`config.mk`:
```
export PLATFORM = sky130hd
export DESIGN_NAME = intersection_sequencer
export DESIGN_NICKNAME = d
export VERILOG_FILES = /design/src/rtl/intersection_pkg.sv /design/src/rtl/intersection_sequencer_sec_tick_gen.sv /design/src/rtl/intersection_sequencer.sv
export SDC_FILE = /design/constraint.sdc
export NUM_CORES = 1
export LEC_CHECK = 0
export ABC_CLOCK_PERIOD_IN_PS = 5890
export CAP_MARGIN = 40
export CORE_MARGIN = 2
export CORE_UTILIZATION = 62
export DETAILED_ROUTE_END_ITERATION = 12
export PLACE_DENSITY = 0.95
export SYNTH_ARGS = -nofsm -noshare
export SYNTH_HDL_FRONTEND = slang
export SYNTH_SLANG_ARGS = --single-unit
```
`constraint.sdc`:
```
create_clock -name clk -period 5.89 [get_ports clk]
set_input_delay 0.8835 -clock clk [delete_from_list [all_inputs] [get_ports clk]]
set_output_delay 0.8835 -clock clk [all_outputs]
set_load 0.03 [all_outputs]
```
`src/rtl/intersection_pkg.sv`:
```
// Shared state codes, lamp codes and duration lookup for the intersection controller.
package intersection_pkg;

    localparam logic [2:0] AR_EW = 3'd0;
    localparam logic [2:0] NS_G  = 3'd1;
    localparam logic [2:0] NS_Y  = 3'd2;
    localparam logic [2:0] AR_NS = 3'd3;
    localparam logic [2:0] EW_G  = 3'd4;
    localparam logic [2:0] EW_Y  = 3'd5;

    // Lamp head encoding: {green, yellow, red}
    localparam logic [2:0] LAMP_GREEN  = 3'b100;
    localparam logic [2:0] LAMP_YELLOW = 3'b010;
    localparam logic [2:0] LAMP_RED    = 3'b001;

    function automatic logic [2:0] next_state(input logic [2:0] s);
        case (s)
            AR_EW:   next_state = NS_G;
            NS_G:    next_state = NS_Y;
            NS_Y:    next_state = AR_NS;
            AR_NS:   next_state = EW_G;
            EW_G:    next_state = EW_Y;
            default: next_state = AR_EW;
        endcase
    endfunction

    function automatic int state_dur(input logic [2:0] s, input int g,
                                     input int y, input int ar);
        case (s)
            NS_G, EW_G: state_dur = g;
            NS_Y, EW_Y: state_dur = y;
            default:    state_dur = ar;
        endcase
    endfunction

    function automatic logic [2:0] ns_lamp(input logic [2:0] s);
        case (s)
            NS_G:    ns_lamp = LAMP_GREEN;
            NS_Y:    ns_lamp = LAMP_YELLOW;
            default: ns_lamp = LAMP_RED;
        endcase
    endfunction

    function automatic logic [2:0] ew_lamp(input logic [2:0] s);
        case (s)
            EW_G:    ew_lamp = LAMP_GREEN;
            EW_Y:    ew_lamp = LAMP_YELLOW;
            default: ew_lamp = LAMP_RED;
        endcase
    endfunction

endpackage

```
`src/rtl/intersection_sequencer_sec_tick_gen.sv`:
```
// Seconds timebase: one-cycle tick every TICK_DIV clk cycles.
module sec_tick_gen #(
    parameter int TICK_DIV = 100_000_000
) (
    input  logic clk,
    input  logic reset,
    output logic tick
);

    localparam int DW = $clog2(TICK_DIV);

    logic [DW-1:0] cnt;

    assign tick = (cnt == DW'(TICK_DIV - 1));

    always_ff @(posedge clk or posedge reset) begin
        if (reset) begin
            cnt <= '0;
        end else if (tick) begin
            cnt <= '0;
        end else begin
            cnt <= cnt + 1'b1;
        end
    end

endmodule

```
`src/rtl/intersection_sequencer.sv`:
```
// Two-way intersection sequencer with all-red clearance and pedestrian walk.
// Optional walk/ack logic is built when PED_WALK_EN is defined.
module intersection_sequencer
    import intersection_pkg::*;
#(
    parameter int TICK_DIV = 100_000_000,
    parameter int GREEN_S  = 25,
    parameter int YELLOW_S = 5,
    parameter int ALLRED_S = 2,
    parameter int WALK_S   = 10
) (
    input  logic       clk,
    input  logic       reset,
    input  logic       ped_req_ns,
    input  logic       ped_req_ew,
    output logic       ns_green,
    output logic       ns_yellow,
    output logic       ns_red,
    output logic       ew_green,
    output logic       ew_yellow,
    output logic       ew_red,
    output logic       walk_ns,
    output logic       walk_ew,
    output logic       ped_ack_ns,
    output logic       ped_ack_ew,
    output logic [2:0] phase
);

    localparam int MAX_GY = (GREEN_S > YELLOW_S) ? GREEN_S : YELLOW_S;
    localparam int MAX_D  = (MAX_GY > ALLRED_S) ? MAX_GY : ALLRED_S;
    localparam int CW     = (MAX_D > 1) ? $clog2(MAX_D) : 1;

    logic          tick;
    logic          advance;
    logic [2:0]    state;
    logic [2:0]    state_nxt;
    logic [CW-1:0] sec_cnt;

    sec_tick_gen #(
        .TICK_DIV(TICK_DIV)
    ) u_tick (
        .clk   (clk),
        .reset (reset),
        .tick  (tick)
    );

    assign advance   = tick && (sec_cnt == '0);
    assign state_nxt = advance ? next_state(state) : state;
    assign phase     = state;

    always_ff @(posedge clk or posedge reset) begin
        if (reset) begin
            state   <= AR_EW;
            sec_cnt <= CW'(ALLRED_S - 1);
        end else if (advance) begin
            state   <= state_nxt;
            sec_cnt <= CW'(state_dur(state_nxt, GREEN_S,
                                     YELLOW_S, ALLRED_S) - 1);
        end else if (tick) begin
            sec_cnt <= sec_cnt - 1'b1;
        end
    end

    // Lamps are registered from the next state so they move with phase.
    always_ff @(posedge clk or posedge reset) begin
        if (reset) begin
            {ns_green, ns_yellow, ns_red} <= LAMP_RED;
            {ew_green, ew_yellow, ew_red} <= LAMP_RED;
        end else begin
            {ns_green, ns_yellow, ns_red} <= ns_lamp(state_nxt);
            {ew_green, ew_yellow, ew_red} <= ew_lamp(state_nxt);
        end
    end

`ifdef PED_WALK_EN
    logic          pend_ns;
    logic          pend_ew;
    logic          serve_ns;
    logic          serve_ew;
    logic [CW-1:0] walk_cnt;

    assign serve_ns = advance && (state_nxt == NS_G)
                      && (pend_ns || ped_req_ns);
    assign serve_ew = advance && (state_nxt == EW_G)
                      && (pend_ew || ped_req_ew);

    always_ff @(posedge clk or posedge reset) begin
        if (reset) begin
            pend_ns    <= 1'b0;
            pend_ew    <= 1'b0;
            ped_ack_ns <= 1'b0;
            ped_ack_ew <= 1'b0;
            walk_ns    <= 1'b0;
            walk_ew    <= 1'b0;
            walk_cnt   <= '0;
        end else begin
            ped_ack_ns <= serve_ns;
            ped_ack_ew <= serve_ew;
            pend_ns    <= serve_ns ? 1'b0 : (pend_ns | ped_req_ns);
            pend_ew    <= serve_ew ? 1'b0 : (pend_ew | ped_req_ew);
            // Only one green can be active, so one walk timer suffices.
            if (serve_ns || serve_ew) begin
                walk_ns  <= serve_ns;
                walk_ew  <= serve_ew;
                walk_cnt <= CW'(WALK_S - 1);
            end else if (advance) begin
                walk_ns <= 1'b0;
                walk_ew <= 1'b0;
            end else if (tick && (walk_ns || walk_ew)) begin
                if (walk_cnt == '0) begin
                    walk_ns <= 1'b0;
                    walk_ew <= 1'b0;
                end else begin
                    walk_cnt <= walk_cnt - 1'b1;
                end
            end
        end
    end
`else
    logic unused_ped;
    assign unused_ped = ^{ped_req_ns, ped_req_ew, WALK_S[0]};
    assign walk_ns    = 1'b0;
    assign walk_ew    = 1'b0;
    assign ped_ack_ns = 1'b0;
    assign ped_ack_ew = 1'b0;
`endif

endmodule

```
## Word-level counts from Yosys, hierarchy flattened

Cells that the tools add are included.

- Mux-type cells: 9
- Reductions and logical operators: 6
- $add $sub $neg: 3
- Eq/ne operators: 9

Operators with widths:

| cell | count |
|---|---|
| adder 27 x 1 -> 27 bit, second input constant | 1 |
| equality test 27 bit, second input constant | 1 |
| two-way mux 27 bit | 1 |
| two-way mux 5 bit | 3 |
| one-hot mux 3 bit (5 select lines) | 1 |
| one-hot mux 3 bit (2 select lines) | 2 |
| one-hot mux 5 bit (2 select lines) | 1 |
| equality test 3 x 2 -> 1 bit, second input constant | 3 |
| equality test 3 bit, second input constant | 3 |
| equality test 3 x 1 -> 1 bit, second input constant | 2 |
| logical NOT 5 bit | 1 |
| subtractor 5 x 1 -> 5 bit, second input constant | 1 |
| subtractor 5 x 2 -> 5 bit, second input constant | 1 |
| OR reduction 2 bit | 2 |
| logical NOT 3 bit | 1 |
| two-way mux 3 bit | 1 |
| nonzero test 2 bit | 1 |
| logical AND 1 bit | 1 |

- Output and inout bits: 13
- Word-level logic and storage cells: 36
- Flip-flop bits (word level): 41

## Longest topological paths before layout

Gate-level depths: netlist (run 1).

- Word-level depth: 9
- Gate-level depth with buffers: 7
- Mapped depth without buffers: 6

## Hierarchy

A second synthesis (run 1) with hierarchy kept.

- Cell total of the unflattened synthesis: 225
- Area total of the unflattened synthesis: 2189.6 µm²

Modules (own cells, without submodules):

| module | area each (µm²) | seq. area each (µm²) | cells each | times used |
|---|---|---|---|---|
| sec_tick_gen | 1386.3 | 675.6 | 139 | 1 |
| intersection_sequencer | 803.3 | 354.1 | 86 | 1 |

## Worst setup path before layout (run 1)

Ideal clock, no wire load.

- Kind: register to register
- From: reg sec_cnt[1]
- To: reg state[1], in the netlist phase[1]
- Data required time: 5.772 ns
- Stages on the path, launching flop included: 7
- Setup slack: 3.883 ns
- Data arrival time: 1.889 ns
- Clock period less this slack: 2.007 ns
- Setup time: 0.118 ns
- Cell sequence: dfrtp_1 -> inv_1 -> ha_1 -> or4b_4 -> or4_4 -> o31a_1 -> a21o_1

- Longest elaborated chain between the ends: 3

Ends and longest elaborated chain:

| what | RTL line | source |
|---|---|---|
| start: declaration | intersection_sequencer.sv:37 | `logic [CW-1:0] sec_cnt;` |
| start signal: assignment | intersection_sequencer.sv:54 | `sec_cnt <= CW'(ALLRED_S - 1);` |
| start signal: assignment | intersection_sequencer.sv:57 | `sec_cnt <= CW'(state_dur(state_nxt, GREEN_S,` |
| start signal: assignment | intersection_sequencer.sv:60 | `sec_cnt <= sec_cnt - 1'b1;` |
| logical NOT 5 bit (*) | intersection_sequencer.sv:47 | `assign advance = tick && (sec_cnt == '0);` |
| logical AND 1 bit (*) | intersection_sequencer.sv:47 |  |
| two-way mux 3 bit | intersection_sequencer.sv:48 | `assign state_nxt = advance ? next_state(state) : state;` |
| end signal: assignment | intersection_sequencer.sv:56 | `state <= state_nxt;` |
| end: declaration | intersection_sequencer.sv:35 | `logic [2:0] state;` |

Mark *: on every way between the ends. The rest lies on a longest branch, timed or not.
A chain may end at the register's enable or synchronous reset.

## Final worst setup path (run 1)

- From: reg state[0], in the netlist phase[0]
- To: out phase[0]

RTL lines:

| what | RTL line | source |
|---|---|---|
| end: declaration | intersection_sequencer.sv:26 | `output logic [2:0] phase` |

No word-level cell between the ends.

==> metrics.yaml, run 1 <==
syn-instance-count: 232
synth_top_family_by_area: "simple AND/OR/NAND/NOR gates"
synthAdderAreaFrac: 0.0166
min_period_over_period: 0.434
clockBufferDepth: 2
wire_per_inst_um: 15.2
yosysUniqueCellTypes: 49
critical_path_buf_inv_count: 1
crit_fanout: 11
finalNetCount: 248
p_per_area_nw_per_um2: 175
synthFlopType: "dfrtp_1"
required_ns: 5.01
h-tree-depth: 2
synth_area_per_cell_um2: 9.74
setup_tns_ns: 0
drc: 0
fin_skew_ns: 0.00801
avgViaCountPerCell: 6.25
mostFrequentLayoutCell: "dfrtp_1"
synthSimpleGateAreaFrac: 0.290
design_area_um2: 2420
fp-row-count: 21
coreArea_um2: 3420
slowest_stage: "clkdlybuf4s50_1"
fin_crit_ns: 2.56
n_antenna_cell: 0
numPortBuffers: 10
hold_viol: 0
yosys_warnings: 0
start_util: 0.662
final_cell_mix: "dfrtp_1 (38), nor2_1 (19), nand2_1 (18)"
worstPathArrival_ns: 1.67
syn-cell-area_um2: 2260
critPathLaunchType: "register"
p_leak_nw: 1.06
synth_top_area_frac: 0.421
slew_headroom: 0.450
async_reset_ff_frac: 1.00
first_pass_iters: 5
worst-path-stages: 1
ys_seq_area_frac: 0.456
syn_to_final_growth_pct: 7.03
gp_congestion: 0.883
netlist_top_cells_area: "dfrtp_1 (42%), xnor2_1 (4.7%), dfstp_2 (3.5%)"
track_usage: 0.244
die_w_um: 64.4
dp_hpwl_um: 3160
post_cts_resized: 0
maxCapViolCount: 0
die_height_um: 64.4
drtIter0Drc: 153
synth_compound_area_frac: 0.106
grt_first_pass_wirelength_um: 7800
cts_buffers: 5
routed-via-count: 1799
synth_xor_area_frac: 0.0736
cpPeakStageDelay_ns: 0.74
yosys.area.top_type: "dfrtp_1"
dieArea_um2: 4140
criticalPathCategory: "register to output port"
hp-class: "register to register"
worstPathCellList: "clkdlybuf4s50_1"
routed_wirelength_um: 4370
drive_gt1_frac: 0.103
synthMuxAreaShare: 0.00941
status: "finished, final reports clean"
synth_edf_count: 0
maxSlewViolCount: 0
cts.clk_slew.worst_paths_ns: 0.11
antenna_found_initial: 0
rsz0062_at_grt: "false"
dp_cells: 280
worst_path_dominant_cell_family: "buffers and inverters"
root_buffer: "clkbuf_4"
reg2reg_depth: 5
setup_viol: 0
final_cells: 288
end_kind: "output port"
cts_setup_buffers: 0
ctsHoldBuffers: 0
ios: 17
clkLatencyLatePin_ns: 0.35
placed_area_um2: 2370
clock_sinks: 41
ys_ff_latch: 41
clock.fmax_mhz: 391
overflow: 0
cts_tree: "built"
worst_pin_slew_ns: 0.825
peakVddDrop_uv: 160
grt_max_degree: 42
final_antenna_net_count: 0
whs_path_depth: 1
grt_pass1_vias: 1743
[registers in the layout, summed over array words and instances, names as in the netlist]
name,flops
ew_green,1
ew_red,1
ew_yellow,1
ns_green,1
ns_red,1
ns_yellow,1
phase,3
sec_cnt,5
u_tick.cnt,27
[metrics by stage]
stage | hold WS, ns | setup slack (ns) | util | total power [mW]
6_report | 0.513 | 3.33 | 0.708 | 0.424
5_1_grt | 0.555 | 3.27 | 0.708 | 0.444
4_1_cts | 0.519 | 3.35 | 0.708 | 0.426
3_5_place_dp | 0.502 | 3.50 | 0.693 | 0.297
3_3_place_gp | 0.499 | 3.53 | 0.690 | 0.297
2_1_floorplan | 0.471 | 3.88 | - | 0.296
[metal layers]
| layer | part of all wire | up-vias | GRT usage |
|---|---|---|---|
| met5 | 0 | - | 0 |
| met4 | 0.018 | 0 | 0.112 |
| met3 | 0.060 | 11 | 0.0458 |
| met2 | 0.49 | 70 | 0.384 |
| met1 | 0.44 | 868 | 0.328 |
| li1 | - | 850 | - |
[layout make-up]
type | count | area [um2]
Multi-Input combinational cell | 174 | 1130
Inverter | 7 | 26.3
Sequential cell | 41 | 1030
Clock inverter | 2 | 10.0
Clock buffer | 6 | 41.3
Timing Repair Buffer | 12 | 119
Fill cell | 272 | 997
Tap cell | 46 | 57.6
[synthesized netlist by cell type (all sizes together), types with 5 or more instances]
| cell | count |
|---|---|
| nand2 | 18 |
| nor4 | 7 |
| or4 | 7 |
| nand3 | 12 |
| buf | 10 |
| nand4 | 10 |
| a21oi | 14 |
| nor2 | 19 |
| xor2 | 7 |
| o21ai | 13 |
| nor3 | 5 |
| inv | 7 |
| or3 | 5 |
| xnor2 | 12 |
| dfrtp | 38 |
| and4 | 6 |
[power breakdown]
part / internal [mW] / switching (mW)
registers: 0.281 / 0
logic: 0.00106 / 0.00846
clock network: 0.0455 / 0.0875
[cells by family (layout without fill, tap and decap cells)]
kind of cell | Yosys count | in the layout
and+or+nand+nor | 105 | 105
AOI/OAI and AO/OA | 41 | 41
DFF | 41 | 41
buffers and inverters | 20 | 27
xor gates and xnor gates | 19 | 19
adders and majority gates | 3 | 3
muxes | 2 | 2
other | 1 | 4
[worst paths after layout]
| kind | slack (ns) | to | startpoint |
|---|---|---|---|
| hold reg to reg | 0.51 | u_tick.cnt[0] | u_tick.cnt[0] |
| hold / removal | 0.51 | u_tick.cnt[0] | u_tick.cnt[0] |
| min in group asynchronous | 0.95 | sec_cnt[2] | reset |
| max in group asynchronous | 4.57 | ns_red | reset |
| setup / recovery | 3.33 | phase[0] | phase[0] |
| setup reg to reg | 3.46 | u_tick.cnt[26] | u_tick.cnt[0] |
[worst register-to-register path: stages (launching register included)]
cell     delay (ns)
dfrtp_1        0.42
ha_1           0.20
nand3_1        0.35
or4_4          0.72
or4_1          0.49
a21oi_1        0.17
(Power assumes the default switching activity.)
==> inputs of run 2 (changes only) <==
ABC_CLOCK_PERIOD_IN_PS = 2600   (was 5890)
CORE_UTILIZATION = 58   (was 62)
PLACE_DENSITY = 0.9   (was 0.95)
clock period = 2.6 ns   (was 5.89 ns; I/O delays follow)
==> metrics.yaml, run 2 (synthesis gave the netlist of run 1 again) <==
cpPeakStageDelay_ns: 0.50  # -0.24 ns
root_buffer: "clkbuf_8"
pwr-share-comb: 0.019  # -0.003
min_period_over_period: 0.825
dp_cells: 287  # +2.5%
ctsHoldBuffers: 0  # unchanged
setup_tns_ns: 0  # unchanged
first_pass_iters: 4  # -1
whs_ns: 0.448  # -0.0647 ns
drive_gt1_frac: 0.126  # +0.0222
nFillCells: 298  # +9.6%
p_per_area_nw_per_um2: 497  # +180%
final_cells: 295  # +2.4%
reg2reg_depth: 6  # +1
power.share.switching: 0.190  # -0.0360
mostFrequentLayoutCell: "dfrtp_1"
clockBufferDepth: 2  # unchanged
p_int_mw: 1.02  # +210%
dp_hpwl_um: 3230  # +2.2%
multiInputGateArea_um2: 1130  # unchanged
r2r_slack_ns: 0.45  # -3.01 ns
crit_fanout: 5  # -6
final_cell_mix: "dfrtp_1 (38), nor2_1 (19), nand2_1 (18)"
netSwitchingPower_mw: 0.240  # +150%
hp-class: "input pin to async pin"
post_cts_resized: 0  # unchanged
worst_pin_slew_ns: 0.553  # -0.271 ns
setup_viol: 0  # unchanged
drtIter0Drc: 159  # +3.9%
clock_sinks: 41  # unchanged
track_usage: 0.232  # -0.0120
largest_reg_flops: 27  # unchanged
grt_first_pass_wirelength_um: 7620  # -2.2%
die_w_um: 66.4  # +3.2%
numPortBuffers: 10  # unchanged
p_leak_nw: 1.12  # +5.4%
final_antenna_net_count: 0  # unchanged
routed-via-count: 1807  # +0.44%
hold_viol: 0  # unchanged
cts_setup_buffers: 0  # unchanged
routed_wirelength_um: 4520  # +3.6%
dieArea_um2: 4410  # +6.5%
end_kind: "register"
required_ns: 2.78  # -2.23 ns
die_height_um: 66.4  # +3.2%
status: "finished, final reports clean"
critPathLaunchType: "register"
cts_buffers: 5  # unchanged
maxSlewViolCount: 0  # unchanged
r2r_end: "phase[1]"
fin_crit_ns: 2.15
finalPower_mw: 1.26  # +200%
clkLatencyLatePin_ns: 0.30  # -0.05 ns
start_util: 0.608  # -0.0535
overflow: 0  # unchanged
ios: 17  # unchanged
h-tree-depth: 2  # unchanged
criticalPathCategory: "register to register"
fp-row-count: 22  # +4.8%
rsz0062_at_grt: "false"
maxCapViolCount: 0  # unchanged
finalNetCount: 253  # +2.0%
grt_pass1_vias: 1624  # -6.8%
fin_skew_ns: 0.0120  # +0.00401 ns
pwr-share-seq: 0.505  # -0.159
rr_startpoint: "sec_cnt[1]"
wire_per_inst_um: 15.3  # +1.1%
coreArea_um2: 3720  # +8.8%
syn_to_final_growth_pct: 12.3
cts_tree: "built"
largest-register: "u_tick.cnt"
cts.clk_slew.worst_paths_ns: 0.09  # -0.02 ns
clock.fmax_mhz: 466
worstPathCellList: "inv_1, ha_1, or4b_4, or4_4, o31a_1, a21o_1"
grt_max_degree: 16  # -62%
drc: 0  # unchanged
antenna_found_initial: 0  # unchanged
slowest_stage: "or4b_4"
avgViaCountPerCell: 6.13  # -1.9%
peakVddDrop_uv: 300  # +88%
gp_congestion: 0.831  # -5.9%
slew_headroom: 0.631  # +0.181
n_antenna_cell: 0  # unchanged
seq_area_um2: 1030  # unchanged
worstPathArrival_ns: 2.33  # +0.66 ns
clock_power_share: 0.477  # +0.163
final_util: 0.683  # -0.0252
==> run 2: stage by stage <==
| step | worst slack (ns) | cell area, um2 |
|---|---|---|
| final | 0.454 | 2540 |
| after global routing | 0.349 | 2540 |
| after floorplan | 0.593 | 2270 |
| after global placement | 0.530 | 2400 |
| after detailed placement | 0.480 | 2400 |
| after CTS | 0.454 | 2540 |
==> run 2: power groups by stage <==
stage / clock (mW) / sequential (mW) / combinational [mW]
after floorplan: 0 / 0.650 / 0.0215
after global placement: 0 / 0.650 / 0.0235
after detailed placement: 0 / 0.650 / 0.0243
after CTS: 0.614 / 0.637 / 0.0243
after global routing: 0.642 / 0.637 / 0.0269
final: 0.602 / 0.637 / 0.0234
==> run 2: per-layer routing <==
metal / global-route usage / vias up / part of all wire
met5: 0 / - / 0
met4: 0.110 / 0 / 0.017
met3: 0.0494 / 8 / 0.047
met2: 0.378 / 58 / 0.49
met1: 0.293 / 885 / 0.44
li1: - / 856 / -
==> run 2: critical path: cells and delay by family, from the launching register on <==
kind	cells	cell delay [ns]
compound gates	2	0.40
fa+ha+maj	1	0.17
simple gates	2	0.97
flops	1	0.38
buf+inv	1	0.09
==> run 2: area by class of cell <==
| type | count | share of cell area |
|---|---|---|
| multi-input cells | 174 | 0.447 |
| flip-flops and latches | 41 | 0.406 |
| repair buffers | 17 | 0.0602 |
| clock buffers | 5 | 0.0271 |
| clock inverters | 3 | 0.0256 |
| well taps | 48 | 0.0237 |
| inverters | 7 | 0.0104 |
==> run 2: worst max-delay path by stage <==
stage | slack (ns) | depth (start not counted) | to | from
final | 0.45 | 6 | phase[1] | sec_cnt[1]
after floorplan | 0.59 | 6 | phase[1] | sec_cnt[1]
after global routing | 0.35 | 5 | sec_cnt[4] | u_tick.cnt[9]
after CTS | 0.45 | 6 | phase[1] | sec_cnt[1]
after global placement | 0.53 | 6 | phase[1] | sec_cnt[1]
after detailed placement | 0.48 | 6 | phase[1] | sec_cnt[1]
==> inputs of run 3 (changes only) <==
ABC_CLOCK_PERIOD_IN_PS = 1900   (was 2600)
CORE_UTILIZATION = 52   (was 58)
PLACE_DENSITY = 0.86   (was 0.9)
clock period = 1.9 ns   (was 2.6 ns; I/O delays follow)
==> metrics.yaml, run 3 (synthesis gave the netlist of run 1 again) <==
status: "finished with violations"
violations: "setup timing"
clock_sinks: 41  # unchanged
reg2reg_depth: 6  # unchanged
peakVddDrop_uv: 463  # +54%
final_cell_mix: "dfrtp_1 (38), buf_4 (33), nor2_1 (19)"
worst_slack_ns: -0.143  # -0.597 ns
startpoint: "sec_cnt[1]"
criticalPathCategory: "register to register"
setup_viol: 10  # +10
hold_viol: 0  # unchanged
crit_fanout: 5  # unchanged
critPathLaunchType: "register"
drc: 0  # unchanged
finalPower_mw: 1.48  # +18%
clockBufferDepth: 2  # unchanged
r2r_end: "phase[1]"
largest_reg_flops: 27  # unchanged
root_buffer: "clkbuf_8"
nFillCells: 287  # -3.7%
routed-via-count: 1951  # +8.0%
drive_gt1_frac: 0.291  # +0.166
fin_crit_ns: 2.04  # -0.103 ns
grt_max_degree: 42  # +26
fp-row-count: 23  # +4.5%
h-tree-depth: 2  # unchanged
worst-path-stages: 6  # unchanged
cts.clk_slew.worst_paths_ns: 0.08  # about the same
first_pass_iters: 4  # unchanged
final_antenna_net_count: 0  # unchanged
routed_wirelength_um: 5520  # +22%
cpPeakStageDelay_ns: 0.48  # -0.02 ns
fin_skew_ns: 0.00648  # -0.00555 ns
drtIter0Drc: 168  # +5.7%
slew_headroom: 0.656  # +0.0248
avgViaCountPerCell: 5.95  # -2.9%
slowest_stage: "or4_4"
worst_pin_slew_ns: 0.517  # -0.0365 ns
r2r_slack_ns: -0.14  # -0.60 ns
p_leak_nw: 1.29  # +15%
n_antenna_cell: 0  # unchanged
wire_per_inst_um: 16.8  # +9.8%
dp_cells: 311  # +8.4%
cts_buffers: 5  # unchanged
clkLatencyLatePin_ns: 0.31  # about the same
track_usage: 0.225  # -0.00741
dp_hpwl_um: 3530  # +9.1%
maxCapViolCount: 0  # unchanged
worstPathArrival_ns: 2.25  # -0.08 ns
ctsHoldBuffers: 0  # unchanged
grt_pass1_vias: 1831  # +13%
critical_path_buf_inv_count: 1  # unchanged
worst_path_dominant_cell_family: "simple AND/OR/NAND/NOR gates"
seq_area_um2: 1030  # unchanged
numPortBuffers: 10  # unchanged
end_kind: "register"
gp_congestion: 0.877  # +5.6%
syn_to_final_growth_pct: 25.5
mostFrequentLayoutCell: "dfrtp_1"
overflow: 0  # unchanged
p_per_area_nw_per_um2: 524  # +5.3%
die_height_um: 69.9  # +5.3%
coreArea_um2: 4090  # +10%
whs_ns: 0.401  # -0.0469 ns
final_cells: 328  # +11%
antenna_found_initial: 0  # unchanged
hp-class: "input pin to async pin"
grt_first_pass_wirelength_um: 8730  # +14%
largest-register: "u_tick.cnt"
rr_startpoint: "sec_cnt[1]"
cts_tree: "built"
start_util: 0.553  # -0.0551
maxSlewViolCount: 0  # unchanged
ios: 17  # unchanged
die_w_um: 69.9  # +5.3%
rsz0062_at_grt: "true"
finalNetCount: 284  # +12%
clock.fmax_mhz: 489  # +5.0%
dieArea_um2: 4890  # +11%
multiInputGateArea_um2: 1230  # +8.2%
required_ns: 2.11  # -0.67 ns
min_period_over_period: 1.08  # +0.250
worstPathCellList: "inv_2, ha_4, or4b_4, or4_4, o31a_1, a21o_1"
final_util: 0.694  # +0.0110
run 3: power breakdown:
| group | internal, mW | switching [mW] | total, mW |
|---|---|---|---|
| Combinational | 0.00329 | 0.0273 | 0.0305 |
| Clock | 0.254 | 0.328 | 0.582 |
| Sequential | 0.872 | 0 | 0.872 |
| Total | 1.13 | 0.355 | 1.48 |
run 3: worst max-delay path by stage:
stage,slack (ns),endpoint
3_5_place_dp,-0.14,ew_red
6_report,-0.14,phase[1]
5_1_grt,-0.21,phase[1]
3_3_place_gp,-0.1,phase[1]
4_1_cts,-0.11,ew_red
2_1_floorplan,-0.11,phase[1]
run 3: final cells by class:
class,count,share of cell area
Inverter,7,0.00927
Multi-Input combinational cell,174,0.433
Sequential cell,41,0.363
Clock inverter,3,0.00618
Tap cell,50,0.0221
Clock buffer,5,0.0243
Timing Repair Buffer,48,0.142
run 3: through the flow:
| step | area [um2] | setup WS, ns | setup TNS (ns) |
|---|---|---|---|
| global route | 2840 | -0.215 | -1.78 |
| global placement | 2570 | -0.0971 | -0.217 |
| detailed placement | 2570 | -0.144 | -0.532 |
| floorplan | 2270 | -0.106 | -0.116 |
| CTS | 2710 | -0.115 | -0.383 |
| finish | 2840 | -0.143 | -0.524 |
run 3: tightest hold or removal path, stage by stage:
cell,delay [ns]
clkdlybuf4s50_1,0.40
inv_1,0.05
buf_4,0.43
run 3: metal layers:
layer  up-vias  global-route usage  routed length, um
li1        925                   -                  -
met1       949               0.293               2330
met2        63               0.359               2810
met3        14              0.0649                253
met4         0              0.0769                136
met5         -                   0                  0
run 3: timing repair:
action | CTS | global route
resized for setup | 6 | 21
endpoints found under the hold margin | 0 | 0
setup buffers | 4 | 5
setup endpoints to repair | 11 | 21
pin swaps | 2 | 11
